File: config.mk
export PLATFORM = sky130hd
export DESIGN_NAME = if_fetch_stage
export DESIGN_NICKNAME = d
export VERILOG_FILES = /design/src/rtl/if_fetch_stage.sv
export SDC_FILE = /design/constraint.sdc
export NUM_CORES = 1
export LEC_CHECK = 0
export ABC_AREA = 1
export CAP_MARGIN = 40
export CORE_MARGIN = 1
export CORE_UTILIZATION = 53
export DETAILED_ROUTE_END_ITERATION = 12
export PLACE_DENSITY = 0.81
export REMOVE_ABC_BUFFERS = 1
export SYNTH_ARGS = -nofsm -noshare
export SYNTH_HDL_FRONTEND = slang
export SYNTH_SLANG_ARGS = --single-unit
File: constraint.sdc
create_clock -name clk -period 9.8 [get_ports clk]
set_input_delay 1.47 -clock clk [delete_from_list [all_inputs] [get_ports clk]]
set_output_delay 1.47 -clock clk [all_outputs]
set_load 0.02 [all_outputs]
File: src/rtl/if_fetch_stage.sv
// Instruction fetch stage: a one-cycle-latency SRAM feeding a 2-entry {pc, inst} FIFO, with redirect flush.
// Optional IF_ALIGN_CHECK_EN: misaligned fetches skip the SRAM and are presented with an if_adel flag.
module if_fetch_stage #(
  parameter logic [31:0] RESET_PC = 32'hbfc00000
) (
  input  logic        clk,
  input  logic        rst,
  output logic        inst_sram_en,
  output logic [3:0]  inst_sram_wen,
  output logic [31:0] inst_sram_addr,
  input  logic [31:0] inst_sram_rdata,
  input  logic        redirect_valid,
  input  logic [31:0] redirect_pc,
  input  logic        id_ready,
  output logic        if_valid,
  output logic [31:0] if_pc,
  output logic [31:0] if_inst
`ifdef IF_ALIGN_CHECK_EN
  ,
  output logic        if_adel
`endif
);

  logic [31:0] fpc_q, fpc_d;
  logic        inflight_q, inflight_d;
  logic [1:0]  count_q, count_d;
  logic        rd_ptr_q, rd_ptr_d;
  logic [31:0] req_pc_q, req_pc_d;
  logic [31:0] pc_fifo_q   [2];
  logic [31:0] inst_fifo_q [2];

  logic        deq;
  logic        enq;
  logic        fetch;
  logic        misaligned;
  logic        wr_ptr;
  logic [2:0]  occ;
  logic [31:0] enq_inst;

`ifdef IF_ALIGN_CHECK_EN
  logic req_adel_q;
  logic adel_fifo_q [2];
`endif

  assign inst_sram_wen = 4'b0000;

  always_comb begin
    if_valid       = (count_q != 2'd0) & ~redirect_valid;
    deq            = if_valid & id_ready;
    // Occupancy counts the inflight word so the FIFO can never be overrun.
    occ            = {1'b0, count_q} + {2'b00, inflight_q} - {2'b00, deq};
    fetch          = ~rst & (redirect_valid | (occ < 3'd2));
    inst_sram_addr = redirect_valid ? redirect_pc : fpc_q;
`ifdef IF_ALIGN_CHECK_EN
    misaligned     = |inst_sram_addr[1:0];
    enq_inst       = req_adel_q ? 32'h0 : inst_sram_rdata;
`else
    misaligned     = 1'b0;
    enq_inst       = inst_sram_rdata;
`endif
    inst_sram_en   = fetch & ~misaligned;
    // A response arriving during a redirect belongs to the old path and is dropped.
    enq            = inflight_q & ~redirect_valid;
    wr_ptr         = rd_ptr_q ^ count_q[0];

    fpc_d      = fetch ? (inst_sram_addr + 32'd4) : fpc_q;
    inflight_d = fetch;
    req_pc_d   = inst_sram_addr;
    if (redirect_valid) begin
      count_d  = 2'd0;
      rd_ptr_d = rd_ptr_q;
    end else begin
      count_d  = count_q + {1'b0, enq} - {1'b0, deq};
      rd_ptr_d = rd_ptr_q ^ deq;
    end
  end

  always_ff @(posedge clk or posedge rst) begin
    if (rst) begin
      fpc_q      <= RESET_PC;
      inflight_q <= 1'b0;
      count_q    <= 2'd0;
      rd_ptr_q   <= 1'b0;
      req_pc_q   <= 32'h0;
      for (int i = 0; i < 2; i++) begin
        pc_fifo_q[i]   <= 32'h0;
        inst_fifo_q[i] <= 32'h0;
      end
    end else begin
      fpc_q      <= fpc_d;
      inflight_q <= inflight_d;
      count_q    <= count_d;
      rd_ptr_q   <= rd_ptr_d;
      req_pc_q   <= req_pc_d;
      if (enq) begin
        pc_fifo_q[wr_ptr]   <= req_pc_q;
        inst_fifo_q[wr_ptr] <= enq_inst;
      end
    end
  end

`ifdef IF_ALIGN_CHECK_EN
  always_ff @(posedge clk or posedge rst) begin
    if (rst) begin
      req_adel_q     <= 1'b0;
      adel_fifo_q[0] <= 1'b0;
      adel_fifo_q[1] <= 1'b0;
    end else begin
      req_adel_q <= misaligned;
      if (enq) adel_fifo_q[wr_ptr] <= req_adel_q;
    end
  end

  assign if_adel = if_valid & adel_fifo_q[rd_ptr_q];
`endif

  assign if_pc   = pc_fifo_q[rd_ptr_q];
  assign if_inst = inst_fifo_q[rd_ptr_q];

endmodule

==> Word level (Yosys, flattened, before mapping) <==
Index checks and enable logic that the tools add are counted.
{ "op_classes": {"add_sub_neg": 5, "n_reduce_logical": 2, "n_bitwise": 11, "n_lt_le_gt_ge": 4, "mux": 12} }
{ "ops": {"columns": ["operator", "n"], "rows": [
  ["32-bit two-way mux", 8],
  ["64-bit bitwise mux", 2],
  ["32-bit by 3-bit adder with 32-bit output, second input constant", 1],
  ["32-bit demux with 1-bit select", 1],
  ["1-bit bitwise AND", 4],
  ["2-bit greater-or-equal comparator, second input constant", 2],
  ["1-bit NOT with 2-bit output", 2],
  ["2-bit by 1-bit adder with 3-bit output", 1],
  ["3-bit by 2-bit less-than comparator with 1-bit output, second input constant", 1],
  ["3-bit by 1-bit subtractor with 3-bit output", 1],
  ["2-bit by 1-bit adder with 2-bit output", 1],
  ["2-bit by 1-bit less-than comparator with 1-bit output, second input constant", 1],
  ["2-bit two-way mux", 1],
  ["1-bit NOT", 2],
  ["2-bit nonzero test", 1],
  ["2-bit by 1-bit subtractor with 2-bit output", 1],
  ["1-bit bitwise XOR", 2],
  ["1-bit logical AND", 1],
  ["1-bit bitwise OR", 1]
]} }
{ "word_totals": {"out_inout_bits": 102, "register_bits": 196, "in_bits": 68} }

==> Logic depth before layout (Yosys ltp) <==
{ "logic_depth": {"word_depth": 7, "mapped_depth": 17} }

==> Least setup slack after synthesis <==
OpenSTA, ideal clock, no wires.
{ "synth_timing": {"path_kind": "input to output", "startpoint": "input port rst", "endpoint": "output port inst_sram_en", "slack_ns": 1.598, "t_required_ns": 8.330, "path_buffers": 1, "path_stages": 4, "arrival_time_ns": 6.732, "path_cell_list": "inv_1 nand2_1 inv_2 buf_2"} }
{ "synth_between": {"elab_chain_cells": 2} }
{ "synth_lines": {"columns": ["item", "line_no", "source"], "rows": [
  ["start, declared", "7", "input logic rst,"],
  ["1-bit NOT", "52", "fetch = ~rst & (redirect_valid | (occ < 3'd2));"],
  ["1-bit bitwise AND", "52", null],
  ["end, declared", "8", "output logic inst_sram_en,"]
]} }
Every way passes these cells.

==> Worst setup path after layout <==
{ "layout_timing": {"startpoint": "input port redirect_valid", "endpoint": "output port inst_sram_en"} }
{ "layout_between": {"elab_chain_cells": 7} }
{ "layout_lines": {"columns": ["item", "line_no", "source"], "rows": [
  ["start, declared", "12", "input logic redirect_valid,"],
  ["1-bit NOT", "48", "if_valid = (count_q != 2'd0) & ~redirect_valid;"],
  ["1-bit bitwise AND", "48", null],
  ["1-bit bitwise AND", "49", "deq = if_valid & id_ready;"],
  ["3-bit by 1-bit subtractor with 3-bit output", "51", "occ = {1'b0, count_q} + {2'b00, inflight_q} - {2'b00, deq};"],
  ["3-bit by 2-bit less-than comparator with 1-bit output", "52", null],
  ["1-bit bitwise OR *", "52", null],
  ["1-bit bitwise AND *", "52", null]
]} }
Every way passes the cells marked *; elsewhere a longest branch is shown, timed or not.

==> results.sh <==
export IMPL_status="completed"
export IMPL_htreeDepth=4
export IMPL_drtAntennaViolNets=0
export IMPL_wl_per_cell_um=13.3
export IMPL_final_common_cell="nand2_1"
export IMPL_drt_iter0_markers=501
export IMPL_die_height_um=133
export IMPL_clock_latency_ns=0.42
export IMPL_startpoint_type="primary input"
export IMPL_fin_skew_ns=0.0107
export IMPL_vias_per_cell=4.97
export IMPL_final_layout_size_suffix_gt1_share_pct=7.40
export IMPL_gr_total_overflow=0
export IMPL_start_util_pct=54.5
export IMPL_hpwl_mm=13.4
export IMPL_synth_seq_cells=196
export IMPL_rows=47
export IMPL_hold_viol=0
export IMPL_dieWidth_um=133
export IMPL_final_util_pct=68.9
export IMPL_slew_viol_final=0
export IMPL_ys_seq_area_share_pct=54.0
export IMPL_diodes=0
export IMPL_finalPower_mw=3.46
export IMPL_layout_nets=1382
export IMPL_place_congestion=0.855
export IMPL_cpMostUsedCell="nand2_1"
export IMPL_syn_avg_cell_area_um2=7.76
export IMPL_clock_fmax_ghz=0.147
export IMPL_grt_pass1_vias=7223
export IMPL_gr_usage_all_layers_pct=24.3
export IMPL_area_growth_syn_to_layout_pct=26.4
export IMPL_port_buffers=165
export IMPL_placed_cells=1512
export IMPL_finalWorstSetupSlack_ns=2.99
export IMPL_timing_final_crit_period_ns=6.81
export IMPL_p_per_area_mw_per_mm2=300
export IMPL_first_pass_iters=5
export IMPL_clockBufferDepth=2
export IMPL_cts_root_buf="clkbuf_16"
export IMPL_grt_setup_unrepaired="no"
export IMPL_hold_path_class="reg -> reg"
export IMPL_final_cell_mix="nand2_1, dfrtp_1, clkdlybuf4s50_1"
export IMPL_crit_path_end_kind="primary output"
export IMPL_grt_max_degree=121
export IMPL_boundaryPins=170
export IMPL_critical_path_top_delay_family="buffers and inverters"
export IMPL_p_leak_nw=5.76
export IMPL_synth_cell_type_count=29
export IMPL_path_buf_inv=5
export IMPL_yosysWarnings=0
export IMPL_maxCapViolations=0
export IMPL_hold_slack_ns=0.472
export IMPL_die_area_mm2=0.0177
export IMPL_tightest_slew_ns=0.805
export IMPL_fillers=1398
export IMPL_fin_crit_sh_pct=69.5
export IMPL_ir_drop_v=0.000160
export IMPL_cts_sinks=196
export IMPL_setup_violations=0
export IMPL_syn_area_mm2=0.00911
export IMPL_cp_required_ns=8.33
export IMPL_placedInstanceArea_mm2=0.0109
export IMPL_cts_tree="yes"
export IMPL_tns_ns=0
export IMPL_cts_setup_buffers=0
export IMPL_numCtsBuffers=17
export IMPL_crit_fanout=39
export IMPL_worst_ep_arrival_time_ns=5.34
export IMPL_wl_mm=20.5
export IMPL_synth_cells=1173
export IMPL_cts_resized=0
export IMPL_finalInstanceArea_mm2=0.0115
export IMPL_core_area_mm2=0.0167
export IMPL_cpPeakStageDelay_ns=0.73
export IMPL_cp_cell_sequence="clkdlybuf4s50_1, buf_4, a21oi_1, nand2_1, inv_1, nand2_1, nand2_1, nand2_1, fa_1, nand2_1, o21ai_1, nand2_1, inv_2, clkdlybuf4s50_1"
export IMPL_postCtsHoldBufs=0
export IMPL_via_count=7668
export IMPL_slowest_stage="clkdlybuf4s50_1"
export IMPL_drc_errors=0
export IMPL_stdcell_count=1544
export IMPL_crit_type="in -> out"
export IMPL_post_place_ws_ns=3.11
export IMPL_antenna_found_initial=0
export IMPL_path_clk_slew_ns=0.07
export IMPL_grt_first_pass_wirelength_mm=34.8
export IMPL_maxSlewHeadroom_pct=46.3
==> sequential cells by signal (all words and copies together), names as in the netlist <==
name and flops:
req_pc_q 32, pc_fifo_q 64, rd_ptr_q 1, fpc_q 32, inflight_q 1, count_q 2, inst_fifo_q 64
==> report_power, final <==
group	leakage, nW	switching, mW	internal [mW]	total [mW]
clock	0.283	0.296	0.399	0.694
sequential	2.44	0.157	1.13	1.29
combinational	3.04	0.864	0.607	1.47
total	5.76	1.32	2.14	3.46
==> tightest hold or removal path, stage by stage (launching register included) <==
cell and delay [ns]:
dfstp_2 0.37, nand2_1 0.05, nand2_1 0.05
==> area by class of cell <==
type	instances	area [um2]	share of cell area, %
clock buffer	22	474	4.12
clock inverter	10	123	1.07
inverter	111	424	3.69
multi-input combinational	810	3500	30.4
sequential	196	4920	42.7
tap	220	275	2.39
timing repair buffer	175	1790	15.6
==> worst paths after layout <==
check | slack, ns | depth (start not counted) | start | endpoint
worst max-delay path | 2.99 | 14 | redirect_valid | inst_sram_en
worst min-delay path | 0.47 | 2 | fpc_q[28]$_DFFE_PP1P_ | fpc_q[28]$_DFFE_PP1P_
worst max register to register | 6.52 | 14 | count_q[1]$_DFF_PP0_ | fpc_q[7]$_DFFE_PP0P_
worst min register to register | 0.47 | 2 | fpc_q[28]$_DFFE_PP1P_ | fpc_q[28]$_DFFE_PP1P_
max in group asynchronous | 6.99 | 4 | rst | fpc_q[22]$_DFFE_PP1P_
min in group asynchronous | 1.63 | 2 | rst | inst_fifo_q[59]$_DFFE_PP0P_
==> Yosys cell counts <==
library cell  instances  area [um2]
buf_8                 1        15.0
o21bai_1              5        37.5
fa_1                  1        20.0
nand2_1             532        2000
nor2_4                6        67.6
conb_1                1        3.75
o21ai_1               3        15.0
nand3_1              36         180
ha_1                  2        25.0
nor2_1               38         143
nand2_2              26         163
xnor2_1               2        17.5
dfrtp_1             187        4680
nor2_2                5        31.3
dfstp_2               9         236
a21oi_1               2        10.0
inv_2                 4        15.0
inv_1               107         402
buf_2                12        60.1
xor2_1                2        17.5
buf_6                 4        45.0
nand4_1               1        6.26
or2_2                 2        12.5
clkbuf_1             31         116
buf_1                 5        18.8
buf_4                 6        45.0
nand2_4               1        11.3
a31oi_1               4        25.0
o21ai_0             138         691
==> layer usage <==
metal  vias to the layer above  global-route usage [%]  part of all wire [%]
met1                      3534                    34.2                    47
met4                         0                    6.07                   1.1
met2                       242                    39.2                    48
li1                       3872                       -                     -
met3                        20                    4.41                   4.9
met5                         -                       0                     0
==> cells by family after synthesis <==
| logic type | synth area share, % |
|---|---|
| and+or+nand+nor | 28.7 |
| adders and majority gates | 0.495 |
| xor gates and xnor gates | 0.385 |
| AOI/OAI and AO/OA | 8.55 |
| DFF | 54.0 |
| buffers and inverters | 7.87 |
| other | 0.0412 |
No activity file was read; power rests on OpenSTA's default activity.
